==> src/rtl/register_file.sv <==
// register_file: 2**A x N register file, two combinational read ports, optional write bypass and hardwired zero register
module register_file #(
  parameter int N        = 32,
  parameter int A        = 5,
  parameter int BYPASS   = 1,
  parameter int ZERO_REG = 1
) (
  input  logic         clk_in,
  input  logic         rst,
  input  logic         wr_en_in,
  input  logic [A-1:0] wr_addr_in,
  input  logic [N-1:0] wr_data_in,
  input  logic [A-1:0] rd_addr_a_in,
  output logic [N-1:0] rd_data_a_out,
  input  logic [A-1:0] rd_addr_b_in,
  output logic [N-1:0] rd_data_b_out
);
  logic [N-1:0] regs_q [2**A];
  logic         wr_ok_d;
  logic         fwd_a_d;
  logic         fwd_b_d;
  always_comb begin
    wr_ok_d = wr_en_in && !(ZERO_REG != 0 && wr_addr_in == '0);
    fwd_a_d = BYPASS != 0 && rst && wr_ok_d && rd_addr_a_in == wr_addr_in;
    fwd_b_d = BYPASS != 0 && rst && wr_ok_d && rd_addr_b_in == wr_addr_in;
    rd_data_a_out = (ZERO_REG != 0 && rd_addr_a_in == '0) ? '0 : fwd_a_d ? wr_data_in : regs_q[rd_addr_a_in];
    rd_data_b_out = (ZERO_REG != 0 && rd_addr_b_in == '0) ? '0 : fwd_b_d ? wr_data_in : regs_q[rd_addr_b_in];
  end
  always_ff @(posedge clk_in) begin
    if (!rst) begin
      for (int i = 0; i < 2**A; i++) regs_q[i] <= '0;
    end else if (wr_ok_d) begin
      regs_q[wr_addr_in] <= wr_data_in;
    end
  end
endmodule
==> config.mk <==
export PLATFORM = sky130hd
export DESIGN_NAME = register_file
export DESIGN_NICKNAME = d
export VERILOG_FILES = /design/src/rtl/register_file.sv
export SDC_FILE = /design/constraint.sdc
export NUM_CORES = 2
export LEC_CHECK = 0
export CAP_MARGIN = 20
export CORE_AREA = 2 2 376 378
export CTS_BUF_LIST = sky130_fd_sc_hd__clkbuf_8
export CTS_CLUSTER_DIAMETER = 120
export DETAILED_ROUTE_END_ITERATION = 10
export DIE_AREA = 0 0 378 380
export PLACE_DENSITY = 0.63
export SETUP_SLACK_MARGIN = 0.05
export SLEW_MARGIN = 20
export SYNTH_ARGS = -nofsm -noshare
export SYNTH_HDL_FRONTEND = slang
export SYNTH_SLANG_ARGS = --single-unit
==> constraint.sdc <==
create_clock -name clk_in -period 6.3 [get_ports clk_in]
set_input_delay 1.575 -clock clk_in [delete_from_list [all_inputs] [get_ports clk_in]]
set_output_delay 1.575 -clock clk_in [all_outputs]
set_load 0.005 [all_outputs]
==> results.md <==
- The flip-flop count of the largest register after layout is 1,024.
- The final cell count without fillers is 6,413.
- The number of DRC violations after detailed-routing iteration 0 is 5,591.
- The initialized floorplan defines 137 standard-cell rows.
- Setup violations remaining at the end of the flow were counted as 0.
- In this run the standard cell core region covers 139,000 um2.
- The share of synthesized area occupied by flip-flops and latches is 55.4%.
- Setup repair after global routing left no endpoint under its margin.
- The wire length of the first global-routing pass is 292 mm.
- The worst setup path is captured at an output pin.
- Setup total negative slack on the finished layout was measured at 0 ns.
- The kind of critical path is in2out.
- The final layout contains routed wiring with a total length of 209 mm.
- The initial antenna violation count is 15.
- The via count is 39,900.
- The buffer type at the clock tree root is clkbuf_8.
- The number of pins exceeding their max-slew limit in the final report is 0.
- The number of cells on the worst hold path is 3.
- The clock passes through at most 3 buffers.
- For this run, the detailed router's first-pass iteration total came to 6.
- The number of different library cells used by synthesis comes to 43.
- For this design the ratio of total power to cell area is 249 nW/um2.
- The post-placement worst setup slack is -0.0537 ns.
- The final design instance area without fill is 64,600 um2.
- For the worst setup path, the data required time is 4.72 ns.
- The die height is 380 um.
- Summing all placed instances gives a cell area of 61,400 um2.
- VDD sags by at most 0.152 mV.
- The remaining antenna violation count is 0.
- The port buffer count is 113.
- The largest registers in the layout are regs_q: 1024 flops.
- Static timing analysis puts the maximum clock frequency at 159 MHz.
- The area added between synthesis and finish is 16.3%.
- The static leakage power is 0.0237 uW.
- The synthesized area is 55,500 um2.
- The fraction of registers with async set/reset is 0%.
- The synthesized design contains 1,024 register bits.
- Summed over its instances, the top area cell type makes up 55.4% of the synthesized netlist area.
- Yosys printed 0 warnings.
- At the pin with the least slew margin, the transition time is 1.16 ns.
- The tool flagged a number of max-cap violations equal to 0.
- The post-synthesis average cell area is 13.2 um2.
- The die covers 144,000 um2.
- After synthesis, the cell types taking the most area are edfxtp_1, mux2i_1, and2_1.
- Counting every instance in the synthesized netlist gives 4,207.
- Data on the critical path arrives at its endpoint at 4.70 ns.
- Final hold analysis gives a worst-case slack of 1.61 ns.
- The path class of the lowest-slack min-delay path is in2reg.
- The final critical path takes up 99.7% of the cycle.
- regs_q holds more flip-flops than any other register.
- Buffers inserted to repair hold after CTS numbered 0.
- Along the worst path, the maximum fanout reaches 28.
- The starting density of the core is 39.9%.
- The post-placement cell count is 6,106.
- The die width is 378 um.
- The number of flops mapped to enable cells by yosys is 1,024.
- The path with the worst hold slack has its endpoint at regs_q[4][18]$_SDFFCE_PN0P_.
- TritonCTS built the clock tree.
- In the final routed layout, each cell accounts on average for 32.5 um.
- The number of placed I/O pins is 114.
- The startpoint identified for the worst hold timing path is wr_data_in[18].
- The run finished with clean final reports.
- The number of buffers added by the clock tree synthesis step is 175.
- Detailed placement ended at an HPWL of 132 mm.
- The number of global-route vias before repair is 39,100.
- Entering global routing, the biggest net connects 75 pins.
- The clock slew at the register clock pins of the worst setup and hold paths is 0.06 ns.
- The leading register cell type out of synthesis is edfxtp_1.
- STA classifies the critical path startpoint as a primary input.
- The worst pin sits at a relative slew slack of 22.2%.
- Once routing completed, OpenROAD measured the worst setup slack at 0.0203 ns.
- In the routed design, unresolved DRC markers number 0.
- The total clock sinks is 1,024.
- For this run the aggregate overflow at the end of global routing stands at 0.
- The count of nets after finishing is 4,458.
- For this run, the total global-route usage over all layers was measured as 28.6%.
- In the routed layout, each cell is associated on average with a via count of 6.22.
- The final hold violation count is 0.
- The placer's final routability congestion estimate is 0.895.
- The smallest clock period supported by the final layout is computed as 6.28 ns.
- Cells with a size suffix above 1 make up 19.0% of the layout.
- The number of H-tree branching levels is 4.
- The top cell type by total area after synthesis is edfxtp_1.
[cell usage in the layout (no fill, tap or decap), types with 36 or more instances in the layout]
cell type and count:
and3_1 52, clkdlybuf4s50_1 108, edfxtp_1 1024, a31oi_1 76
a21oi_1 36, o22ai_1 62, clkbuf_8 177, and2_1 961
nor2_1 97, a22oi_1 270, buf_12 71, mux2i_1 609
nor2_4 36, clkinv_1 42, buf_4 274, mux4_2 211
inv_1 57
[final cells by class]
cell class | count | area (um2)
Clock inverter | 124 | 706
Multi-Input combinational cell | 2747 | 23700
Sequential cell | 1024 | 30700
Tap cell | 1876 | 2350
Clock buffer | 177 | 2440
Fill cell | 12400 | 74600
Antenna cell | 5 | 12.5
Inverter | 3 | 11.3
Timing Repair Buffer | 457 | 4620
[per-stage QoR]
| stage | total power (uW) | util (%) |
|---|---|---|
| floorplan | 9360 | - |
| global placement | 10400 | 44.1 |
| detailed placement | 10500 | 44.1 |
| CTS | 16000 | 46.4 |
| global route | 16500 | 46.4 |
| finish | 16100 | 46.4 |
[where the power goes]
group	switching, uW	total (uW)	internal, uW
Clock	2840	5660	2820
Sequential	200	8080	7880
Combinational	1360	2310	950
[repair_timing]
action	in CTS	in global routing
endpoints found under the setup margin	4	1
gates resized for setup	3	1
buffers inserted	0	0
[cell usage after synthesis, types with 5 or more instances]
| library cell | number |
|---|---|
| and4_1 | 5 |
| a31oi_1 | 78 |
| a22o_1 | 31 |
| nor4_1 | 32 |
| nor2b_1 | 5 |
| xnor2_1 | 8 |
| o31a_1 | 32 |
| o211ai_1 | 33 |
| a22oi_1 | 270 |
| mux2_2 | 5 |
| clkbuf_1 | 343 |
| nand2_1 | 12 |
| o22ai_1 | 62 |
| nor3_1 | 32 |
| buf_1 | 28 |
| edfxtp_1 | 1024 |
| mux4_2 | 211 |
| o31ai_1 | 31 |
| and2_1 | 963 |
| mux2i_1 | 609 |
| and3_1 | 52 |
| o21ai_0 | 31 |
| a21oi_1 | 37 |
| nor2_1 | 133 |
| buf_2 | 88 |
| nand3_1 | 19 |
[logic make-up (layout without fill, tap and decap cells)]
logic type             count (synthesis)  after routing  synth area share, %
AO/OA/AOI/OAI                        609            609                 7.79
XOR/XNOR                              10             10                0.158
buffers and inverters                467            761                 3.40
flip-flops                          1024           1024                 55.4
multiplexers                         825            825                 19.6
other                                  1             37              0.00676
AND/OR/NAND/NOR                     1271           1271                 13.6
[worst max-delay path, cell delays in order]
cell and delay [ns]:
clkdlybuf4s50_1 0.55, buf_4 0.26, nand2b_4 0.20, buf_12 0.22, buf_4 0.30, o22ai_1 0.17
nor4_1 0.46, buf_4 0.23, o31a_1 0.13, clkdlybuf4s50_1 0.52
[per-layer routing]
metal  part of all wire, %  GRT usage, %  routed length [um]  vias up
li1                      -             -                   -    16400
met1                    37          37.4               77900    20200
met2                    47          45.2               97500     2660
met3                    11          5.77               22300      582
met4                   5.2          14.0               10900       12
met5                 0.038             0                  80        -
[worst max path at each step]
stage / start / to / slack, ns
after floorplan: rst / regs_q[12][0]$_SDFFCE_PN0P_ / 0.86
after global placement: rd_addr_b_in[0] / rd_data_b_out[28] / -0.09
after detailed placement: rd_addr_b_in[0] / rd_data_b_out[28] / -0.05
after CTS: rd_addr_a_in[2] / rd_data_a_out[25] / 0.1
after global routing: rd_addr_a_in[2] / rd_data_a_out[25] / 0.06
final: rd_addr_a_in[2] / rd_data_a_out[25] / 0.02
(Power assumes the default switching activity.)
